[config.mk]
export PLATFORM = sky130hd
export DESIGN_NAME = reflet_irq_ctrl
export DESIGN_NICKNAME = d
export VERILOG_FILES = /design/src/rtl/reflet_irq_defs.sv /design/src/rtl/reflet_irq_sync.sv /design/src/rtl/reflet_irq_ctrl.sv
export SDC_FILE = /design/constraint.sdc
export NUM_CORES = 1
export LEC_CHECK = 0
export CAP_MARGIN = 25
export CORE_MARGIN = 2
export CORE_UTILIZATION = 49
export CTS_CLUSTER_DIAMETER = 200
export DETAILED_ROUTE_END_ITERATION = 16
export GPL_ROUTABILITY_DRIVEN = 0
export PLACE_DENSITY_LB_ADDON = 0.3
export SLEW_MARGIN = 20
export SYNTH_ARGS = -nofsm -noshare
export SYNTH_HDL_FRONTEND = slang
export SYNTH_SLANG_ARGS = --single-unit
[constraint.sdc]
create_clock -name clk -period 2.5 [get_ports clk]
set_input_delay 0.25 -clock clk [delete_from_list [all_inputs] [get_ports clk]]
set_output_delay 0.25 -clock clk [all_outputs]
set_load 0.05 [all_outputs]
[src/rtl/reflet_irq_defs.sv]
// Shared constants for the reflet interrupt controller: register offsets and MODE encoding.
package reflet_irq_defs;

    localparam logic [1:0] IRQ_PENDING = 2'd0;
    localparam logic [1:0] IRQ_ENABLE  = 2'd1;
    localparam logic [1:0] IRQ_MODE    = 2'd2;
    localparam logic [1:0] IRQ_TRIGGER = 2'd3;

    localparam logic IRQ_LEVEL = 1'b0;
    localparam logic IRQ_EDGE  = 1'b1;

endpackage

[src/rtl/reflet_irq_sync.sv]
// One interrupt source: sync_stages-deep synchroniser followed by a rising-edge detector.
module reflet_irq_sync #(
    parameter int unsigned sync_stages = 2
) (
    input  logic clk,
    input  logic reset,
    input  logic src,
    output logic s,
    output logic rise
);

    logic [sync_stages-1:0] r_sync;
    logic                   r_d;

    always_ff @(posedge clk) begin
        if (reset) begin
            r_sync <= '0;
            r_d    <= 1'b0;
        end else begin
            r_sync[0] <= src;
            for (int i = 1; i < int'(sync_stages); i++) begin
                r_sync[i] <= r_sync[i-1];
            end
            r_d <= r_sync[sync_stages-1];
        end
    end

    assign s    = r_sync[sync_stages-1];
    assign rise = r_sync[sync_stages-1] & ~r_d;

endmodule

[src/rtl/reflet_irq_ctrl.sv]
// Memory-mapped interrupt controller: per-source capture, pending/enable/mode registers,
// and folding of enabled pending bits onto the CPU interrupt lines.
module reflet_irq_ctrl
    import reflet_irq_defs::*;
#(
    parameter int unsigned          wordsize    = 8,
    parameter int unsigned          n_sources   = 4,
    parameter int unsigned          n_lines     = 4,
    parameter logic [wordsize-1:0]  base_addr   = 8'hF0,
    parameter int unsigned          sync_stages = 2
) (
    input  logic                 clk,
    input  logic                 reset,
    input  logic [wordsize-1:0]  addr,
    input  logic [wordsize-1:0]  data_in,
    input  logic                 write_en,
    output logic [wordsize-1:0]  data_out,
    input  logic [n_sources-1:0] src,
    output logic [n_lines-1:0]   ext_int
);

    logic [wordsize-1:0] w_mask, w_s, w_rise;
    logic [wordsize-1:0] w_offset, w_trig, w_w1c, w_pending_d, w_rdata;
    logic                w_hit, w_wr;
    logic [1:0]          w_reg;
    logic [n_lines-1:0]  w_ext;

    logic [wordsize-1:0] r_pending, r_enable, r_mode, r_data_out;
    logic [n_lines-1:0]  r_ext_int;

    // Bits at or above n_sources are tied off so they read 0 and ignore writes.
    for (genvar i = 0; i < int'(wordsize); i++) begin : g_src
        if (i < int'(n_sources)) begin : g_on
            assign w_mask[i] = 1'b1;
            reflet_irq_sync #(
                .sync_stages(sync_stages)
            ) u_sync (
                .clk  (clk),
                .reset(reset),
                .src  (src[i]),
                .s    (w_s[i]),
                .rise (w_rise[i])
            );
        end else begin : g_off
            assign w_mask[i] = 1'b0;
            assign w_s[i]    = 1'b0;
            assign w_rise[i] = 1'b0;
        end
    end

    always_comb begin
        w_offset = addr - base_addr;
        w_hit    = (addr >= base_addr) && (w_offset[wordsize-1:2] == '0);
        w_reg    = w_offset[1:0];
        w_wr     = write_en && w_hit;
        w_trig   = (w_wr && w_reg == IRQ_TRIGGER) ? (data_in & w_mask) : '0;
        w_w1c    = (w_wr && w_reg == IRQ_PENDING) ? (data_in & w_mask) : '0;

        // Set beats clear in edge mode; level mode simply tracks the synchronised input.
        for (int i = 0; i < int'(wordsize); i++) begin
            if (r_mode[i] == IRQ_EDGE) begin
                w_pending_d[i] = (r_pending[i] & ~w_w1c[i]) | w_rise[i] | w_trig[i];
            end else begin
                w_pending_d[i] = w_s[i] | w_trig[i];
            end
        end
        w_pending_d = w_pending_d & w_mask;

        w_rdata = '0;
        if (w_hit) begin
            case (w_reg)
                IRQ_PENDING: w_rdata = r_pending;
                IRQ_ENABLE:  w_rdata = r_enable;
                IRQ_MODE:    w_rdata = r_mode;
                default:     w_rdata = '0;
            endcase
        end

        w_ext = '0;
        for (int i = 0; i < int'(n_sources); i++) begin
            w_ext[i % n_lines] = w_ext[i % n_lines] | (r_pending[i] & r_enable[i]);
        end
    end

    always_ff @(posedge clk) begin
        if (reset) begin
            r_pending  <= '0;
            r_enable   <= '0;
            r_mode     <= w_mask;
            r_ext_int  <= '0;
            r_data_out <= '0;
        end else begin
            r_pending <= w_pending_d;
            if (w_wr && w_reg == IRQ_ENABLE) begin
                r_enable <= data_in & w_mask;
            end
            if (w_wr && w_reg == IRQ_MODE) begin
                r_mode <= data_in & w_mask;
            end
            r_ext_int  <= w_ext;
            r_data_out <= w_rdata;
        end
    end

    assign data_out = r_data_out;
    assign ext_int  = r_ext_int;

endmodule

# [Word level (Yosys, flattened, before mapping)]
# Index checks and enable logic that the tools add are counted.
[word_totals] in_bits=23 out_inout_bits=12 ff_bits=40 wordCells=68
[classes] n_mux=7 n_addsub=1 bitwise_logic=33 n_reduce_logical=9 eq_ne=3 order_cmp=1
[op_table] op="one-hot mux 8 bit (3 select lines)" count=1
[op_table] op="bitwise AND 1 bit" count=12
[op_table] op="OR 1 bit" count=12
[op_table] op="NOT 1 bit" count=9
[op_table] op=">= comparator 8 bit, second input constant" count=1
[op_table] op="two-way mux 4 bit" count=2
[op_table] op="subtractor 8 bit, second input constant" count=1
[op_table] op="logical AND 1 bit" count=6
[op_table] op="logical NOT 6 bit" count=1
[op_table] op="== test 2 bit, second input constant" count=2
[op_table] op="two-way mux 1 bit" count=4
[op_table] op="== test 2 x 1 -> 1 bit, second input constant" count=1
[op_table] op="logical NOT 2 bit" count=1
[op_table] op="OR reduction 2 bit" count=1

# [Longest topological paths before layout]
# Gate-level depths: netlist of run 1.
[logic_depth] depth_word=11 ltp_mapped=6 mapped_depth_nobuf=4

# [Hierarchy]
# A second synthesis of run 1 with hierarchy kept.
[hier_totals] cells_unflattened=144 hier_area_um2=1358.8
[by_module_without_submodules] mod="reflet_irq_ctrl" area_each_um2=1008.5 instances=1 cells_per_inst=116 seq_area_each_um2=400.4
[by_module_without_submodules] mod="reflet_irq_sync" area_each_um2=87.6 instances=4 cells_per_inst=7 seq_area_each_um2=60.1

# [Least setup slack after synthesis of run 1]
# Ideal clock, no wire load.
[synth_path] kind="input port to flip-flop" start="input port addr[1]" end="register r_mode[0]" setup_slack_ps=1268 setup_ps=120 arrival_time_ps=1112 n_path_buf=2 t_required_ps=2380 cell_stages=5 path_cell_list="buf_4 -> nor2b_1 -> and4_1 -> buf_4 -> a211o_1"
[synth_between] elab_chain_len=5 word_cells_on_any_way=7 classes_between="add/sub (1); order compare (1); eq/ne (1); reduce/logical (4)"
[synth_rtl] element="from (decl)" line="reflet_irq_ctrl.sv:14" source="input logic [wordsize-1:0] addr,"
[synth_rtl] element="subtractor 8 bit" line="reflet_irq_ctrl.sv:52" source="w_offset = addr - base_addr;"
[synth_rtl] element="logical NOT 6 bit" line="reflet_irq_ctrl.sv:53" source="w_hit = (addr >= base_addr) && (w_offset[wordsize-1:2] == '0);"
[synth_rtl] element="logical AND 1 bit" line="reflet_irq_ctrl.sv:53"
[synth_rtl] element="logical AND 1 bit" line="reflet_irq_ctrl.sv:55" source="w_wr = write_en && w_hit;"
[synth_rtl] element="logical AND 1 bit (*)" line="reflet_irq_ctrl.sv:97" source="if (w_wr && w_reg == IRQ_MODE) begin"
[synth_rtl] element="to (signal assigned)" line="reflet_irq_ctrl.sv:89" source="r_mode <= w_mask;"
[synth_rtl] element="to (signal assigned)" line="reflet_irq_ctrl.sv:98" source="r_mode <= data_in & w_mask;"
[synth_rtl] element="to (decl)" line="reflet_irq_ctrl.sv:28" source="logic [wordsize-1:0] r_pending, r_enable, r_mode, r_data_out;"
# Mark *: on every way between the ends. The rest lies on a longest branch, timed or not.
# A chain may end at the register's enable or synchronous reset.

# [Final worst setup path of run 1]
[layout_path] start="register r_ext_int[2] (netlist: ext_int[2])" end="output port ext_int[2]"
[layout_lines] element="from (decl)" line="reflet_irq_ctrl.sv:29" source="logic [n_lines-1:0] r_ext_int;"
[layout_lines] element="from (signal assigned)" line="reflet_irq_ctrl.sv:100" source="r_ext_int <= w_ext;"
[layout_lines] element="to (decl)" line="reflet_irq_ctrl.sv:19" source="output logic [n_lines-1:0] ext_int"
# No word-level cell between the ends.

==> results of run 1 <==
routing by layer:
layer	share of wire	track usage
met1	0.43	0.214
met2	0.51	0.317
met3	0.054	0.0917
met4	0.011	0.0641
met5	0	0
cell type report:
type                            instances  share of cell area
Sequential cell                        32               0.410
Timing Repair Buffer                   30               0.186
Tap cell                               30              0.0240
Multi-Input combinational cell         91               0.329
Clock buffer                            5              0.0240
Clock inverter                          3              0.0272
state kept, by name, summed over array words and instances (netlist names):
signal,flops
g_src.g_on.u_sync.r_sync,8
data_out,4
ext_int,4
g_src.g_on.u_sync.r_d,4
r_enable,4
r_mode,4
r_pending,4
cells by family (layout without fill, tap and decap cells):
family / Yosys count / after routing / share of synthesized area
muxes: 4 / 4 / 0.0329
DFF: 32 / 32 / 0.527
other: 1 / 4 / 0.00308
and+or+nand+nor: 59 / 59 / 0.241
buffers and inverters: 12 / 38 / 0.0607
AOI/OAI and AO/OA: 24 / 24 / 0.136
synth_stat cells, types with 2 or more instances:
| cell type | number |
|---|---|
| a32oi_1 | 4 |
| clkbuf_1 | 2 |
| nand3_1 | 5 |
| buf_4 | 7 |
| nor2_1 | 15 |
| a211o_1 | 4 |
| buf_2 | 2 |
| a21oi_1 | 12 |
| nor2b_1 | 18 |
| mux2i_1 | 4 |
| dfxtp_1 | 32 |
| a31o_2 | 3 |
| nand2_1 | 16 |
power by group through the flow:
stage | logic (mW) | registers [mW] | clock network [mW]
final | 0.0932 | 0.526 | 0.385
after global routing | 0.103 | 0.527 | 0.424
after CTS | 0.0931 | 0.526 | 0.393
after detailed placement | 0.0924 | 0.538 | 0
after global placement | 0.0909 | 0.537 | 0
after floorplan | 0.0574 | 0.537 | 0
worst paths after layout:
kind	endpoint	slack (ns)	depth (start not counted)
setup / recovery	ext_int[2]	0.80	1
hold / removal	g_src[2].g_on.u_sync.r_sync[1]	0.44	1
setup reg to reg	data_out[2]	1.61	4
hold reg to reg	g_src[2].g_on.u_sync.r_sync[1]	0.44	1
metrics by stage:
stage                     power, mW  instance area (µm²)  worst slack, ns  std cells  hold slack (ns)
after CTS                      1.01                 1560            0.789        191            0.444
after global placement        0.628                 1480            0.684        183            0.420
after floorplan               0.594                 1230             1.27        135            0.368
final                          1.00                 1560            0.801        191            0.442
after global routing           1.05                 1560            0.733        191            0.455
after detailed placement      0.630                 1480            0.668        183            0.420
==> flow_summary.yaml, run 1 <==
yosys:
  synth_top_area_frac: 0.527
  ys_types: 21
  seq_area_frac_synth: 0.527
  synthTopCellsByArea: "dfxtp_1, nor2b_1, a21oi_1"
  netlist.top_cell.by_area: "dfxtp_1"
  synth-edff-count: 0
  postSynthCellCount: 132
  syn-cell-area_mm2: 0.00122
  ys_ff_latch: 32
  async_flop_share: 0
  synth-main-ff-cell: "dfxtp_1"
  syn_avg_cell_area_um2: 9.21
  yosys_warnings: 0
worst_setup_path:
  startpoint_type: "flop"
  cp_slowest_cell: "clkdlybuf4s50_1"
  startpoint: "ext_int[2]"
  cp.required_ns: 2.25
  criticalPathCategory: "flop to output pin"
  cp_max_fo: 1
  crit_chain: "clkdlybuf4s50_1"
  critPathTopFamily: "buffers and inverters"
  end_kind: "output pin"
  max_stage_delay_ns: 0.79
  r2r-start: "r_mode[2]"
  cp.arrival_ns: 1.45
  crit_buf_inv: 1
global_route:
  grt_use_total: 0.191
  grt_overflow: 0
  grt_pass1_wl_um: 3840
  grt_max_degree: 25
  grt_pass1_vias: 901
  grt_antenna_before_repair: 0
power_and_ir_drop:
  powerDensity_mw_per_mm2: 643
  power_switching_uw: 228
  switching_share: 0.228
  pwr-share-seq: 0.524
  p_comb_frac: 0.093
  p_clk_frac: 0.384
  power_leakage_nw: 0.577
  intPower_uw: 776
  ir_worst_vdd_mv: 0.600
hold_path:
  hp-start: "g_src[2].g_on.u_sync.r_sync[0]"
  min_path_type: "flop to flop"
placed_design:
  dp_hpwl_um: 1620
  portBuffers: 26
routing:
  wl_per_cell_um: 11.9
  via_per_inst: 5.09
  drtAntennaViolNets: 0
  first_pass_iters: 4
  drt_wl_total_um: 2270
  drt_iter0_drc: 12
  drc: 0
  vias: 972
floorplan:
  row_count: 18
  ios: 35
  die_y_um: 53.8
  die_w_um: 53.8
  initial_core_util: 0.505
  die_area_mm2: 0.00290
  core_mm2: 0.00241
cts:
  clk_pin_slew_ns: 0.10
  cts-root-buf: "clkbuf_4"
  clock-sinks: 32
  cts_made_buffers: 5
  cts-htree-levels: 2
  clk-insertion-delay-late_ns: 0.33
  cts_resized: 0
  clockBufferDepth: 2
  cts_tree: "yes"
  post-cts-setup-buffers: 0
  cts.hold.buffers_added: 0
sta:
  finalSetupViolCount: 0
  rsz0062_at_grt: "no"
  period_minus_slack_ns: 1.70
  fin_skew_ns: 0.00761
  tightest_slew_ns: 0.820
  fmax_mhz: 589
  setup_tns_ns: 0
  slew_headroom: 0.452
  report.final.hold_viol_count: 0
  finalMaxSlewViolations: 0
  timing.final.crit_share: 0.679
layout:
  layout_commonest_cell: "dfxtp_1"
  fill_cells: 207
  post-route-util: 0.648
  antenna_cells: 0
  seqCellArea_um2: 641
  syn_to_final_growth_pct: 28.4
  layout_common_cells: "dfxtp_1, clkdlybuf4s50_1, nor2b_1, nand2_1, nor2_1"
  drive_gt1_frac: 0.0994
  fin_nets: 183
  multi_input_area_um2: 513
run:
  maxCapViolCount: 0
outcome:
  outcome: "finished, final reports clean"
No activity file was read; power rests on OpenSTA's default activity.
==> run 2: changes to the inputs <==
- CORE_ASPECT_RATIO: default -> 0.5
- CORE_UTILIZATION: 49 -> 41
- clock period: 2.5 -> 1.55 ns (I/O delays scaled with it)
==> flow_summary.yaml, run 2 (same netlist as run 1, synthesis figures left out) <==
layout:
  antenna_cells: 0
  post-route-util: 0.603
  seqCellArea_um2: 641
  layout_commonest_cell: "dfxtp_1"
  fin_nets: 190
  largest_register_ffs: 8
  layout_common_cells: "dfxtp_1, nor2b_1, clkdlybuf4s50_1, buf_4, nand2_1"
  drive_gt1_frac: 0.185
  fill_cells: 241
  syn_to_final_growth_pct: 33.8
  regMostFlops: "g_src.g_on.u_sync.r_sync"
  multi_input_area_um2: 513
cts:
  cts_made_buffers: 5
  clock-sinks: 32
  cts-htree-levels: 2
  clockBufferDepth: 2
  clk_pin_slew_ns: 0.06
  cts.hold.buffers_added: 0
  cts_tree: "yes"
  cts-root-buf: "clkbuf_8"
  clk-insertion-delay-late_ns: 0.28
  post-cts-setup-buffers: 0
  cts_resized: 0
floorplan:
  initial_core_util: 0.450
  die_area_mm2: 0.00344
  ios: 35
  die_w_um: 81.0
  row_count: 13
  core_mm2: 0.00270
  die_y_um: 42.5
sta:
  layout_setup_ws_ns: 0.163
  setup_tns_ns: 0
  fin_skew_ns: 0.00567
  finalSetupViolCount: 0
  fmax_mhz: 721
  report.final.hold_viol_count: 0
  period_minus_slack_ns: 1.39
  finalMaxSlewViolations: 0
  rsz0062_at_grt: "no"
  timing.final.crit_share: 0.895
placed_design:
  dp_hpwl_um: 1700
  portBuffers: 26
  place_ws_ns: -0.151
hold_path:
  min_path_type: "input port to flop"
  hp-start: "src[0]"
  hold_end: "g_src[0].g_on.u_sync.r_sync[0]"
  holdPathStages: 2
routing:
  drt_iter0_drc: 39
  dr_wl_met2_um: 899
  first_pass_iters: 4
  vias: 975
  met3WireLength_um: 179
  wl_per_cell_um: 11.5
  via_per_inst: 4.76
  wl_met1_um: 1240
  drc: 0
  drtAntennaViolNets: 0
  highest_layer: "met4"
  drt_wl_total_um: 2360
worst_setup_path:
  crit_chain: "clkdlybuf4s50_1 > and4_4 > and4_1 > nor2b_1 > a211o_1"
  rr_endpoint: "r_mode[3]"
  r2r_setup_slack_ns: 0.65
  r2r-start: "r_mode[3]"
  max_stage_delay_ns: 0.45
  cp_max_fo: 7
  cp_slowest_cell: "clkdlybuf4s50_1"
  cp.required_ns: 1.72
  end_kind: "flop"
  criticalPathCategory: "input port to flop"
  startpoint_type: "input port"
  rr_worst_depth: 2
  cp.arrival_ns: 1.56
outcome:
  outcome: "finished, final reports clean"
global_route:
  grt_use_total: 0.149
  grt_max_degree: 15
  grt_overflow: 0
  grt_pass1_vias: 783
  grt_antenna_before_repair: 0
  grt_pass1_wl_um: 3620
run:
  maxCapViolCount: 0
power_and_ir_drop:
  powerDensity_mw_per_mm2: 1020
  power_leakage_nw: 0.643
  ir_worst_vdd_mv: 0.614
## run 2: report_power, final
part           leakage [nW]  switching [mW]  internal [mW]  total [mW]
Sequential            0.261         0.00855          0.841       0.849
Combinational         0.331          0.0771         0.0811       0.158
Clock                0.0510           0.299          0.354       0.652
## run 2: per-layer routing
metal  up-vias  GRT usage
li1        510          -
met1       428      0.196
met2        33      0.202
met3         4     0.0668
met4         0     0.0814
met5         -          0
## run 2: critical path, delay by kind of cell
kind	cells	cell delay (ns)
AND/OR/NAND/NOR	3	0.66
buffers and inverters	1	0.45
AO/OA/AOI/OAI	1	0.28
## run 2: how the worst max path moves through the flow
stage                     cells past startpoint    start  slack [ns]        end
after global placement                        5  addr[5]       -0.10  r_mode[0]
after global routing                          5  addr[4]        0.08  r_mode[3]
after CTS                                     5  addr[5]        0.15  r_mode[3]
final                                         5  addr[5]        0.16  r_mode[3]
after floorplan                               5  addr[1]        0.41  r_mode[0]
after detailed placement                      5  addr[5]       -0.15  r_mode[3]
## run 2: final cells by class
type                            count  area share
Timing Repair Buffer               37       0.206
Multi-Input combinational cell     91       0.315
Sequential cell                    32       0.394
Clock inverter                      2     0.00615
Tap cell                           37      0.0284
Clock buffer                        6      0.0507
## run 2: through the flow
stage / cell area (µm²) / power (mW) / std cells / hold slack, ns
after global routing: 1630 / 1.73 / 205 / 0.412
after floorplan: 1230 / 0.958 / 135 / 0.273
after CTS: 1630 / 1.67 / 205 / 0.412
after global placement: 1540 / 1.02 / 197 / 0.415
final: 1630 / 1.66 / 205 / 0.418
after detailed placement: 1540 / 1.02 / 197 / 0.422
